[config.mk]
export PLATFORM = sky130hd
export DESIGN_NAME = instr_encoder
export DESIGN_NICKNAME = d
export VERILOG_FILES = /design/src/rtl/isa_pkg.sv /design/src/rtl/sync_fifo.sv /design/src/rtl/instr_encoder.sv
export SDC_FILE = /design/constraint.sdc
export NUM_CORES = 1
export LEC_CHECK = 0
export CAP_MARGIN = 20
export CORE_ASPECT_RATIO = 1.4
export CORE_MARGIN = 3
export CORE_UTILIZATION = 56
export CTS_BUF_LIST = sky130_fd_sc_hd__clkbuf_4 sky130_fd_sc_hd__clkbuf_8 sky130_fd_sc_hd__clkbuf_16
export DETAILED_ROUTE_END_ITERATION = 6
export GPL_ROUTABILITY_DRIVEN = 0
export PLACE_DENSITY = 0.81
export RECOVER_POWER = 25
export SYNTH_ARGS = -nofsm -noshare
export SYNTH_HDL_FRONTEND = slang
export SYNTH_SLANG_ARGS = --single-unit
export TNS_END_PERCENT = 30
[constraint.sdc]
create_clock -name clk -period 3.7 [get_ports clk]
set_input_delay 0.74 -clock clk [delete_from_list [all_inputs] [get_ports clk]]
set_output_delay 0.74 -clock clk [all_outputs]
set_load 0.01 [all_outputs]
[src/rtl/isa_pkg.sv]
// Shared ISA definitions: mnemonic codes, MIPS-I opcode/funct values,
// loader FSM state encoding and field-packing helpers.
package isa_pkg;

  typedef enum logic [1:0] {
    ST_IDLE  = 2'd0,
    ST_LOAD  = 2'd1,
    ST_DRAIN = 2'd2
  } state_e;

  // Mnemonic codes presented on in_mnem; anything above MN_J is illegal.
  localparam logic [5:0] MN_NOP  = 6'd0,  MN_ADD  = 6'd1,  MN_ADDU  = 6'd2,  MN_SUB  = 6'd3;
  localparam logic [5:0] MN_SUBU = 6'd4,  MN_AND  = 6'd5,  MN_OR    = 6'd6,  MN_XOR  = 6'd7;
  localparam logic [5:0] MN_NOR  = 6'd8,  MN_SLT  = 6'd9,  MN_SLTU  = 6'd10, MN_SLL  = 6'd11;
  localparam logic [5:0] MN_SRL  = 6'd12, MN_SRA  = 6'd13, MN_SLLV  = 6'd14, MN_SRLV = 6'd15;
  localparam logic [5:0] MN_SRAV = 6'd16, MN_JR   = 6'd17, MN_ADDI  = 6'd18, MN_ADDIU = 6'd19;
  localparam logic [5:0] MN_ANDI = 6'd20, MN_ORI  = 6'd21, MN_XORI  = 6'd22, MN_SLTI = 6'd23;
  localparam logic [5:0] MN_SLTIU = 6'd24, MN_LUI = 6'd25, MN_LW    = 6'd26, MN_LH   = 6'd27;
  localparam logic [5:0] MN_LB   = 6'd28, MN_SW   = 6'd29, MN_BEQ   = 6'd30, MN_BNE  = 6'd31;
  localparam logic [5:0] MN_BGEZ = 6'd32, MN_BGTZ = 6'd33, MN_BLEZ  = 6'd34, MN_BLTZ = 6'd35;
  localparam logic [5:0] MN_J    = 6'd36;

  // Primary opcodes
  localparam logic [5:0] OP_SPECIAL = 6'h00, OP_REGIMM = 6'h01, OP_J    = 6'h02;
  localparam logic [5:0] OP_BEQ     = 6'h04, OP_BNE    = 6'h05, OP_BLEZ = 6'h06, OP_BGTZ = 6'h07;
  localparam logic [5:0] OP_ADDI    = 6'h08, OP_ADDIU  = 6'h09, OP_SLTI = 6'h0A, OP_SLTIU = 6'h0B;
  localparam logic [5:0] OP_ANDI    = 6'h0C, OP_ORI    = 6'h0D, OP_XORI = 6'h0E, OP_LUI  = 6'h0F;
  localparam logic [5:0] OP_LB      = 6'h20, OP_LH     = 6'h21, OP_LW   = 6'h23, OP_SW   = 6'h2B;

  // SPECIAL funct codes
  localparam logic [5:0] FN_SLL  = 6'h00, FN_SRL  = 6'h02, FN_SRA  = 6'h03, FN_SLLV = 6'h04;
  localparam logic [5:0] FN_SRLV = 6'h06, FN_SRAV = 6'h07, FN_JR   = 6'h08, FN_ADD  = 6'h20;
  localparam logic [5:0] FN_ADDU = 6'h21, FN_SUB  = 6'h22, FN_SUBU = 6'h23, FN_AND  = 6'h24;
  localparam logic [5:0] FN_OR   = 6'h25, FN_XOR  = 6'h26, FN_NOR  = 6'h27, FN_SLT  = 6'h2A;
  localparam logic [5:0] FN_SLTU = 6'h2B;

  // REGIMM rt selectors for the compare-with-zero branches
  localparam logic [4:0] RT_BLTZ = 5'd0, RT_BGEZ = 5'd1;

  function automatic logic [31:0] pack_r(input logic [4:0] rs, input logic [4:0] rt,
                                         input logic [4:0] rd, input logic [4:0] sh,
                                         input logic [5:0] fn);
    return {OP_SPECIAL, rs, rt, rd, sh, fn};
  endfunction

  function automatic logic [31:0] pack_i(input logic [5:0] op, input logic [4:0] rs,
                                         input logic [4:0] rt, input logic [15:0] imm);
    return {op, rs, rt, imm};
  endfunction

endpackage

[src/rtl/sync_fifo.sv]
// Single-clock FIFO with registered pointers; head word visible on o_dout.
// DEPTH must be a power of two so the pointers wrap naturally.
module sync_fifo #(
  parameter int DEPTH = 4,
  parameter int WIDTH = 32
) (
  input  logic             clk,
  input  logic             rst,
  input  logic             i_push,
  input  logic [WIDTH-1:0] i_din,
  input  logic             i_pop,
  output logic [WIDTH-1:0] o_dout,
  output logic             o_full,
  output logic             o_empty
);
  localparam int AW = $clog2(DEPTH);
  localparam logic [AW:0] FULL_CNT = (AW+1)'(DEPTH);

  logic [WIDTH-1:0] r_mem [DEPTH];
  logic [AW-1:0]    r_wr;
  logic [AW-1:0]    r_rd;
  logic [AW:0]      r_cnt;

  assign o_dout  = r_mem[r_rd];
  assign o_full  = (r_cnt == FULL_CNT);
  assign o_empty = (r_cnt == '0);

  // Storage array carries data only, so it is left out of reset.
  always_ff @(posedge clk) begin
    if (i_push) r_mem[r_wr] <= i_din;
  end

  // Pointer and occupancy bookkeeping; simultaneous push/pop leaves count unchanged.
  always_ff @(posedge clk) begin
    if (rst) begin
      r_wr  <= '0;
      r_rd  <= '0;
      r_cnt <= '0;
    end else begin
      if (i_push) r_wr <= r_wr + 1'b1;
      if (i_pop)  r_rd <= r_rd + 1'b1;
      case ({i_push, i_pop})
        2'b10:   r_cnt <= r_cnt + 1'b1;
        2'b01:   r_cnt <= r_cnt - 1'b1;
        default: r_cnt <= r_cnt;
      endcase
    end
  end

endmodule

[src/rtl/instr_encoder.sv]
// Program loader: encodes symbolic commands into MIPS-I words, buffers them
// in a small FIFO and streams them into instruction memory.
module instr_encoder (
  input  logic        clk,
  input  logic        rst,
  input  logic        start,
  input  logic [7:0]  base_addr,
  input  logic        in_valid,
  output logic        in_ready,
  input  logic [5:0]  in_mnem,
  input  logic [4:0]  in_rs,
  input  logic [4:0]  in_rt,
  input  logic [4:0]  in_rd,
  input  logic [4:0]  in_shamt,
  input  logic [15:0] in_imm,
  input  logic [25:0] in_target,
  input  logic        in_last,
  output logic        imem_we,
  output logic [7:0]  imem_addr,
  output logic [31:0] imem_wdata,
  input  logic        imem_ready,
  output logic        done,
  output logic        err,
  output logic [8:0]  word_count
);
  import isa_pkg::*;

  state_e      r_state, w_state_nxt;
  logic        w_legal;
  logic [31:0] w_word;
  logic        w_accept, w_push, w_pop;
  logic [31:0] w_head;
  logic        w_full, w_empty;
  logic [7:0]  r_addr;
  logic [8:0]  r_wc;
  logic        r_err;

  assign w_accept   = in_valid && in_ready;
  assign w_push     = w_accept && w_legal;
  assign w_pop      = imem_we && imem_ready;

  assign in_ready   = (r_state == ST_LOAD) && !w_full;
  assign imem_we    = !w_empty && (r_state == ST_LOAD || r_state == ST_DRAIN);
  assign imem_wdata = imem_we ? w_head : 32'h0;
  assign imem_addr  = r_addr;
  assign done       = (r_state == ST_DRAIN) && w_empty;
  assign err        = r_err;
  assign word_count = r_wc;

  // Combinational encoder: mnemonic plus fields to a 32-bit instruction word.
  always_comb begin
    w_legal = 1'b1;
    w_word  = 32'h0;
    case (in_mnem)
      MN_NOP:   w_word = 32'h0;
      MN_ADD:   w_word = pack_r(in_rs, in_rt, in_rd, 5'd0, FN_ADD);
      MN_ADDU:  w_word = pack_r(in_rs, in_rt, in_rd, 5'd0, FN_ADDU);
      MN_SUB:   w_word = pack_r(in_rs, in_rt, in_rd, 5'd0, FN_SUB);
      MN_SUBU:  w_word = pack_r(in_rs, in_rt, in_rd, 5'd0, FN_SUBU);
      MN_AND:   w_word = pack_r(in_rs, in_rt, in_rd, 5'd0, FN_AND);
      MN_OR:    w_word = pack_r(in_rs, in_rt, in_rd, 5'd0, FN_OR);
      MN_XOR:   w_word = pack_r(in_rs, in_rt, in_rd, 5'd0, FN_XOR);
      MN_NOR:   w_word = pack_r(in_rs, in_rt, in_rd, 5'd0, FN_NOR);
      MN_SLT:   w_word = pack_r(in_rs, in_rt, in_rd, 5'd0, FN_SLT);
      MN_SLTU:  w_word = pack_r(in_rs, in_rt, in_rd, 5'd0, FN_SLTU);
      MN_SLL:   w_word = pack_r(5'd0, in_rt, in_rd, in_shamt, FN_SLL);
      MN_SRL:   w_word = pack_r(5'd0, in_rt, in_rd, in_shamt, FN_SRL);
      MN_SRA:   w_word = pack_r(5'd0, in_rt, in_rd, in_shamt, FN_SRA);
      MN_SLLV:  w_word = pack_r(in_rs, in_rt, in_rd, 5'd0, FN_SLLV);
      MN_SRLV:  w_word = pack_r(in_rs, in_rt, in_rd, 5'd0, FN_SRLV);
      MN_SRAV:  w_word = pack_r(in_rs, in_rt, in_rd, 5'd0, FN_SRAV);
      MN_JR:    w_word = pack_r(in_rs, 5'd0, 5'd0, 5'd0, FN_JR);
      MN_ADDI:  w_word = pack_i(OP_ADDI, in_rs, in_rt, in_imm);
      MN_ADDIU: w_word = pack_i(OP_ADDIU, in_rs, in_rt, in_imm);
      MN_ANDI:  w_word = pack_i(OP_ANDI, in_rs, in_rt, in_imm);
      MN_ORI:   w_word = pack_i(OP_ORI, in_rs, in_rt, in_imm);
      MN_XORI:  w_word = pack_i(OP_XORI, in_rs, in_rt, in_imm);
      MN_SLTI:  w_word = pack_i(OP_SLTI, in_rs, in_rt, in_imm);
      MN_SLTIU: w_word = pack_i(OP_SLTIU, in_rs, in_rt, in_imm);
      MN_LUI:   w_word = pack_i(OP_LUI, 5'd0, in_rt, in_imm);
      MN_LW:    w_word = pack_i(OP_LW, in_rs, in_rt, in_imm);
      MN_LH:    w_word = pack_i(OP_LH, in_rs, in_rt, in_imm);
      MN_LB:    w_word = pack_i(OP_LB, in_rs, in_rt, in_imm);
      MN_SW:    w_word = pack_i(OP_SW, in_rs, in_rt, in_imm);
      MN_BEQ:   w_word = pack_i(OP_BEQ, in_rs, in_rt, in_imm);
      MN_BNE:   w_word = pack_i(OP_BNE, in_rs, in_rt, in_imm);
      MN_BGEZ:  w_word = pack_i(OP_REGIMM, in_rs, RT_BGEZ, in_imm);
      MN_BGTZ:  w_word = pack_i(OP_BGTZ, in_rs, 5'd0, in_imm);
      MN_BLEZ:  w_word = pack_i(OP_BLEZ, in_rs, 5'd0, in_imm);
      MN_BLTZ:  w_word = pack_i(OP_REGIMM, in_rs, RT_BLTZ, in_imm);
      MN_J:     w_word = {OP_J, in_target};
      default:  w_legal = 1'b0;
    endcase
  end

  sync_fifo #(.DEPTH(4), .WIDTH(32)) u_fifo (
    .clk     (clk),
    .rst     (rst),
    .i_push  (w_push),
    .i_din   (w_word),
    .i_pop   (w_pop),
    .o_dout  (w_head),
    .o_full  (w_full),
    .o_empty (w_empty)
  );

  // FSM state register.
  always_ff @(posedge clk) begin
    if (rst) r_state <= ST_IDLE;
    else     r_state <= w_state_nxt;
  end

  // FSM next-state: leave DRAIN only once every buffered word is written.
  always_comb begin
    w_state_nxt = r_state;
    case (r_state)
      ST_IDLE:  if (start) w_state_nxt = ST_LOAD;
      ST_LOAD:  if (w_accept && in_last) w_state_nxt = ST_DRAIN;
      ST_DRAIN: if (w_empty) w_state_nxt = ST_IDLE;
      default:  w_state_nxt = ST_IDLE;
    endcase
  end

  // Write address, word counter and sticky illegal-mnemonic flag.
  always_ff @(posedge clk) begin
    if (rst) begin
      r_addr <= 8'h0;
      r_wc   <= 9'h0;
      r_err  <= 1'b0;
    end else if (r_state == ST_IDLE && start) begin
      r_addr <= base_addr;
      r_wc   <= 9'h0;
      r_err  <= 1'b0;
    end else begin
      if (w_pop) begin
        r_addr <= r_addr + 8'd1;
        r_wc   <= r_wc + 9'd1;
      end
      if (w_accept && !w_legal) r_err <= 1'b1;
    end
  end

endmodule

Word level (Yosys, flattened, before mapping)
Memories as Yosys holds them, arrays and structs flattened. A register that Yosys moved wholly into a read port is not among the register bits.
Index checks and enable logic that the tools add are counted.
{"block": "totals", "word_cells": 93, "memories": 1, "output_inout_bits": 53, "ramBits": 128, "ff_bits": 27, "inputBits": 82}
{"name": "u_fifo.r_mem", "depth": 4, "word_bits": 32, "read_ports": 1, "rd_ports_with_merged_regs": 1, "wr": 1, "line": "sync_fifo.sv:19", "rtl": "logic [WIDTH-1:0] r_mem [DEPTH];"}
{"block": "op_classes", "mux": 14, "eq_ne": 44, "n_reduce_logical": 21, "n_addsub": 6}
{"cell": "32-bit case mux with 36 select lines", "n": 1}
{"cell": "6-bit by 5-bit == test with 1-bit output, second input constant", "n": 16}
{"cell": "6-bit by 4-bit == test with 1-bit output, second input constant", "n": 8}
{"cell": "37-bit OR reduction", "n": 1}
{"cell": "32-bit 2-to-1 mux", "n": 1}
{"cell": "6-bit == test, second input constant", "n": 5}
{"cell": "6-bit by 3-bit == test with 1-bit output, second input constant", "n": 4}
{"cell": "8-bit 2-to-1 mux", "n": 2}
{"cell": "6-bit by 2-bit == test with 1-bit output, second input constant", "n": 2}
{"cell": "2-bit 2-to-1 mux", "n": 5}
{"cell": "9-bit by 1-bit adder with 9-bit output, second input constant", "n": 1}
{"cell": "1-bit logical AND", "n": 9}
{"cell": "8-bit by 1-bit adder with 8-bit output, second input constant", "n": 1}
{"cell": "6-bit by 1-bit == test with 1-bit output, second input constant", "n": 1}
{"cell": "6-bit zero test", "n": 1}
{"cell": "2-bit case mux with 3 select lines", "n": 1}
{"cell": "3-bit case mux with 2 select lines", "n": 1}
{"cell": "2-bit by 1-bit adder with 2-bit output, second input constant", "n": 2}
{"cell": "2-bit by 1-bit == test with 1-bit output, second input constant", "n": 2}
{"cell": "2-bit == test, second input constant", "n": 2}
{"cell": "2-bit inequality test, second input constant", "n": 2}
{"cell": "2-bit nonzero test", "n": 2}
{"cell": "3-bit by 1-bit adder with 3-bit output, second input constant", "n": 1}
{"cell": "3-bit == test, second input constant", "n": 1}
{"cell": "9 further kinds", "n": 13}

Depth between registers and ports, before layout
{"block": "logic_depth", "ltp_word": 7, "depth_mapped": 12, "mapped_depth_nobuf": 11}

Hierarchy
Synthesis repeated with hierarchy kept, for this count alone.
{"block": "hier_totals", "cells_unflattened": 524, "area_unflattened_um2": 7419.6}
{"module": "sync_fifo", "area_per_inst_um2": 5092.4, "cells_per_inst": 214, "instances": 1}
{"module": "instr_encoder", "area_per_inst_um2": 2327.2, "cells_per_inst": 310, "instances": 1}

Worst setup path after synthesis
Ideal clock, no wire load.
{"block": "synth_timing", "path_kind": "input port to flip-flop", "from": "in in_mnem[0]", "to": "reg u_fifo.r_cnt[2]", "path_slack_ps": 998, "path_buffers": 2, "arrival_ps": 2632, "path_stages": 12, "path_cell_list": "buf_2 > o21ai_1 > a21oi_1 > and3b_1 > clkbuf_1 > inv_1 > ha_1 > inv_1 > fa_1 > xor2_1 > or3_1 > a21oi_1"}
{"block": "synth_between", "elab_chain_len": 6, "elab_cells_between_ends": 44, "cone_classes": "eq/ne (38); mux (2); reduce/logical (4)"}
{"item": "start, declared", "line": "instr_encoder.sv:10", "rtl": "input logic [5:0] in_mnem,"}
{"item": "6-bit == test, or another cell as far along", "line": "instr_encoder.sv:54", "rtl": "case (in_mnem)"}
{"item": "37-bit OR reduction (no line) *"}
{"item": "1-bit 2-to-1 mux *", "line": "instr_encoder.sv:54"}
{"item": "1-bit logical AND *", "line": "instr_encoder.sv:39", "rtl": "assign w_push = w_accept && w_legal;"}
{"item": "2-bit by 1-bit == test with 1-bit output / 2-bit == test (equally long branches)", "line": "sync_fifo.sv:42", "rtl": "case ({i_push, i_pop})"}
{"item": "3-bit case mux with 2 select lines / 2-bit nonzero test (equally long branches)"}
{"item": "end signal, assigned", "line": "sync_fifo.sv:43", "rtl": "2'b10: r_cnt <= r_cnt + 1'b1;"}
{"item": "end signal, assigned", "line": "sync_fifo.sv:44", "rtl": "2'b01: r_cnt <= r_cnt - 1'b1;"}
{"item": "end signal, assigned", "line": "sync_fifo.sv:45", "rtl": "default: r_cnt <= r_cnt;"}
{"item": "end, declared", "line": "sync_fifo.sv:22", "rtl": "logic [AW:0] r_cnt;"}
Mark *: on every way between the ends. The rest lies on a longest branch, timed or not.
A chain may end at the register's enable or synchronous reset.

==> results.py <==
metrics = {
    "timing": {
        "fin_crit_ns": 3.31,
        "hold_viol": 0,
        "setup_violations": 0,
        "rsz0062_at_grt": "false",
        "clock_skew_ns": 0.00829,
        "max_freq_ghz": 0.302,
        "tns_ns": 0,
        "fin_crit_sh": 0.893,
        "slew_viol_final": 0,
        "holdWs_ns": 0.510,
        "tightest_slew_ns": 0.987,
        "slew_headroom": 0.342,
    },
    "route": {
        "vias_per_cell": 6.03,
        "drc": 0,
        "wirelength_mm": 16.1,
        "dr.pass1.iters": 5,
        "wl_per_cell_um": 20.1,
        "postRouteAntennaNets": 0,
        "drt-initial-drc-count": 269,
        "vias": 4838,
    },
    "cts": {
        "path_clk_slew_ns": 0.06,
        "postCtsSetupBuffers": 0,
        "hold_buffers": 0,
        "tritoncts": "built",
        "clk_latency_ns": 0.42,
        "cts_buffer_depth": 2,
        "cts_buffers": 17,
        "cts_sinks": 153,
        "root_buffer": "clkbuf_16",
        "htree_levels": 4,
        "cts_resized": 0,
    },
    "pwr": {
        "p_per_area_nw_per_um2": 504,
        "p_total_mw": 4.65,
        "ir_worst_vdd_v": 0.000380,
        "p_leak_nw": 3.39,
    },
    "finish": {
        "seq_area_um2": 4310,
        "filler_cell_count": 796,
        "final_cells": 802,
        "nets": 733,
        "stdcell_area_um2": 9240,
        "diodes": 0,
        "drive_gt1_frac": 0.132,
        "multi_input_area_um2": 2570,
        "syn2layout_area_growth_pct": 30.0,
    },
    "floorplan": {
        "die_w_um": 101,
        "start_util": 0.575,
        "rows": 48,
        "core_area_um2": 12400,
        "die_y_um": 139,
        "die_area_um2": 14100,
        "io_pins": 135,
    },
    "worst_setup_path": {
        "crit_type": "flip-flop to output pin",
        "critPathRequiredTime_ns": 2.96,
        "worstSetupStartpointType": "flip-flop",
        "worstSetupEndpointType": "output pin",
        "critPathMaxFanout": 15,
        "cp.arrival_ns": 2.57,
    },
    "synthesis": {
        "yosysWarningCount": 0,
        "synth.area.mux_share": 0.113,
        "synth_adder_area_share": 0.0222,
        "synth_fp_nets": 600,
        "avgSynthCellArea_um2": 14.1,
        "postSynthCellCount": 506,
        "synth_edf_count": 124,
        "synth.distinct_cells": 59,
        "synth-main-ff-cell": "edfxtp_1",
        "synth_compound_area_frac": 0.0880,
        "synth_top_family_by_area": "simple AND/OR/NAND/NOR gates",
        "synthArstFlopShare": 0,
        "synth_seq_area_share": 0.605,
        "syn_area_um2": 7110,
        "synth-simple-area-share": 0.114,
        "ys_seq_elements": 153,
        "synth_xor_area_frac": 0.0246,
    },
    "global_routing": {
        "gr-total-overflow": 0,
        "grt_pass1_wl_mm": 25.4,
        "grt_max_degree": 35,
        "grt_antenna_before_repair": 0,
        "grt_use_total": 0.236,
        "grt_pass1_vias": 5100,
    },
    "hold_path": {
        "hp-class": "flip-flop to flip-flop",
    },
    "run_status": {
        "outcome": "finished, final reports clean",
    },
    "placed_design": {
        "dp.cells": 769,
        "dpl_cell_area_um2": 8610,
        "dpl.hpwl_mm": 11.0,
        "io_buffers": 133,
    },
    "flow_run": {
        "drv_cap": 0,
    },
}
cell families (layout without fill, tap and decap cells):
kind of cell,after synthesis,after routing
AOI/OAI and AO/OA,85,85
xor gates and xnor gates,20,20
adders and majority gates,12,12
buffers and inverters,50,196
DFF,153,153
muxes,41,41
other,1,1
and+or+nand+nor,144,144
synth_stat cells (2+ instances only):
master    instances  area [µm²]
a31oi_1           2        12.5
dfxtp_1          29         581
buf_1             4        15.0
nor3_1            4        20.0
nand3b_1          3        22.5
a21o_1           11        82.6
nor4_1            2        12.5
o21ai_0          10        50.1
and2_1            6        37.5
nand2_1          12        45.0
and3b_1           2        17.5
a22o_1           20         175
nor2b_1           7        43.8
inv_1            12        45.0
and3_1           35         219
buf_2            15        75.1
ha_1             11         138
mux4_2           31         698
buf_4             4        30.0
a22oi_1           2        15.0
xnor2_1           5        43.8
a221o_1           3        30.0
nand2b_1         13        81.3
clkbuf_1         14        52.6
xor2_1           15         131
mux2i_1           7        70.1
a211oi_1          8        60.1
nor2_1           35         131
mux2_2            2        22.5
edfxtp_1        124        3720
nand4_1           5        31.3
nor4bb_1          2        20.0
o21ai_1           4        20.0
a21oi_1          13        65.1
nand3_1           7        35.0
or3_1             4        25.0
cells in the final DEF, fill, tap and decap left out, types with 12 or more instances in the layout:
| cell | n |
|---|---|
| edfxtp_1 | 124 |
| clkdlybuf4s50_1 | 113 |
| nor2_1 | 35 |
| and3_1 | 35 |
| mux4_2 | 31 |
| dfxtp_1 | 28 |
| a22o_1 | 20 |
| dlygate4sd3_1 | 20 |
| clkbuf_16 | 17 |
| xor2_1 | 15 |
| a21oi_1 | 13 |
| nand2b_1 | 13 |
| buf_4 | 13 |
| inv_1 | 12 |
| nand2_1 | 12 |
worst paths after layout:
path,from,endpoint,slack (ns),cells after the start
min reg2reg,word_count[8]$_SDFFE_PP0P_,word_count[8]$_SDFFE_PP0P_,0.51,2
max reg2reg,r_state[0]$_SDFFE_PP0P_,word_count[8]$_SDFFE_PP0P_,0.88,8
min,word_count[8]$_SDFFE_PP0P_,word_count[8]$_SDFFE_PP0P_,0.51,2
max,flip-flop,imem_wdata[3],0.39,4
worst max-delay path: stages (launching register included):
cell and delay, ns:
dfxtp_2 0.68, buf_12 0.24, mux4_2 0.51, and3_1 0.22
clkdlybuf4s50_1 0.48
flip-flops by register name (all words and copies together), names as in the netlist, named ones only:
signal,flops
err,1
imem_addr,8
r_state,2
u_fifo.r_cnt,3
u_fifo.r_mem,124
u_fifo.r_rd,2
u_fifo.r_wr,2
word_count,9
layer usage:
metal | track usage | up-vias | share of wire
li1 | - | 2217 | -
met4 | 0.117 | 0 | 0.037
met1 | 0.276 | 2380 | 0.38
met3 | 0.0527 | 47 | 0.052
met5 | 0 | - | 0
met2 | 0.405 | 194 | 0.54
power breakdown:
part	switching, mW	internal (mW)	total [mW]	leakage [nW]
combinational	0.424	0.365	0.789	1.71
clock	0.709	1.16	1.86	0.308
sequential	0.0524	1.95	2.00	1.37
cell type report:
class / count / area share
flip-flops and latches: 153 / 0.466
clock inverters: 14 / 0.0225
well taps: 150 / 0.0203
inverters: 12 / 0.00487
clock buffers: 18 / 0.0468
multi-input cells: 303 / 0.278
repair buffers: 152 / 0.162
metrics by stage:
stage | utilization | setup slack [ns]
floorplan | - | 0.998
detailed placement | 0.696 | 0.420
global placement | 0.696 | 0.516
global route | 0.747 | 0.246
finish | 0.747 | 0.394
CTS | 0.747 | 0.299
(Power assumes the default switching activity.)
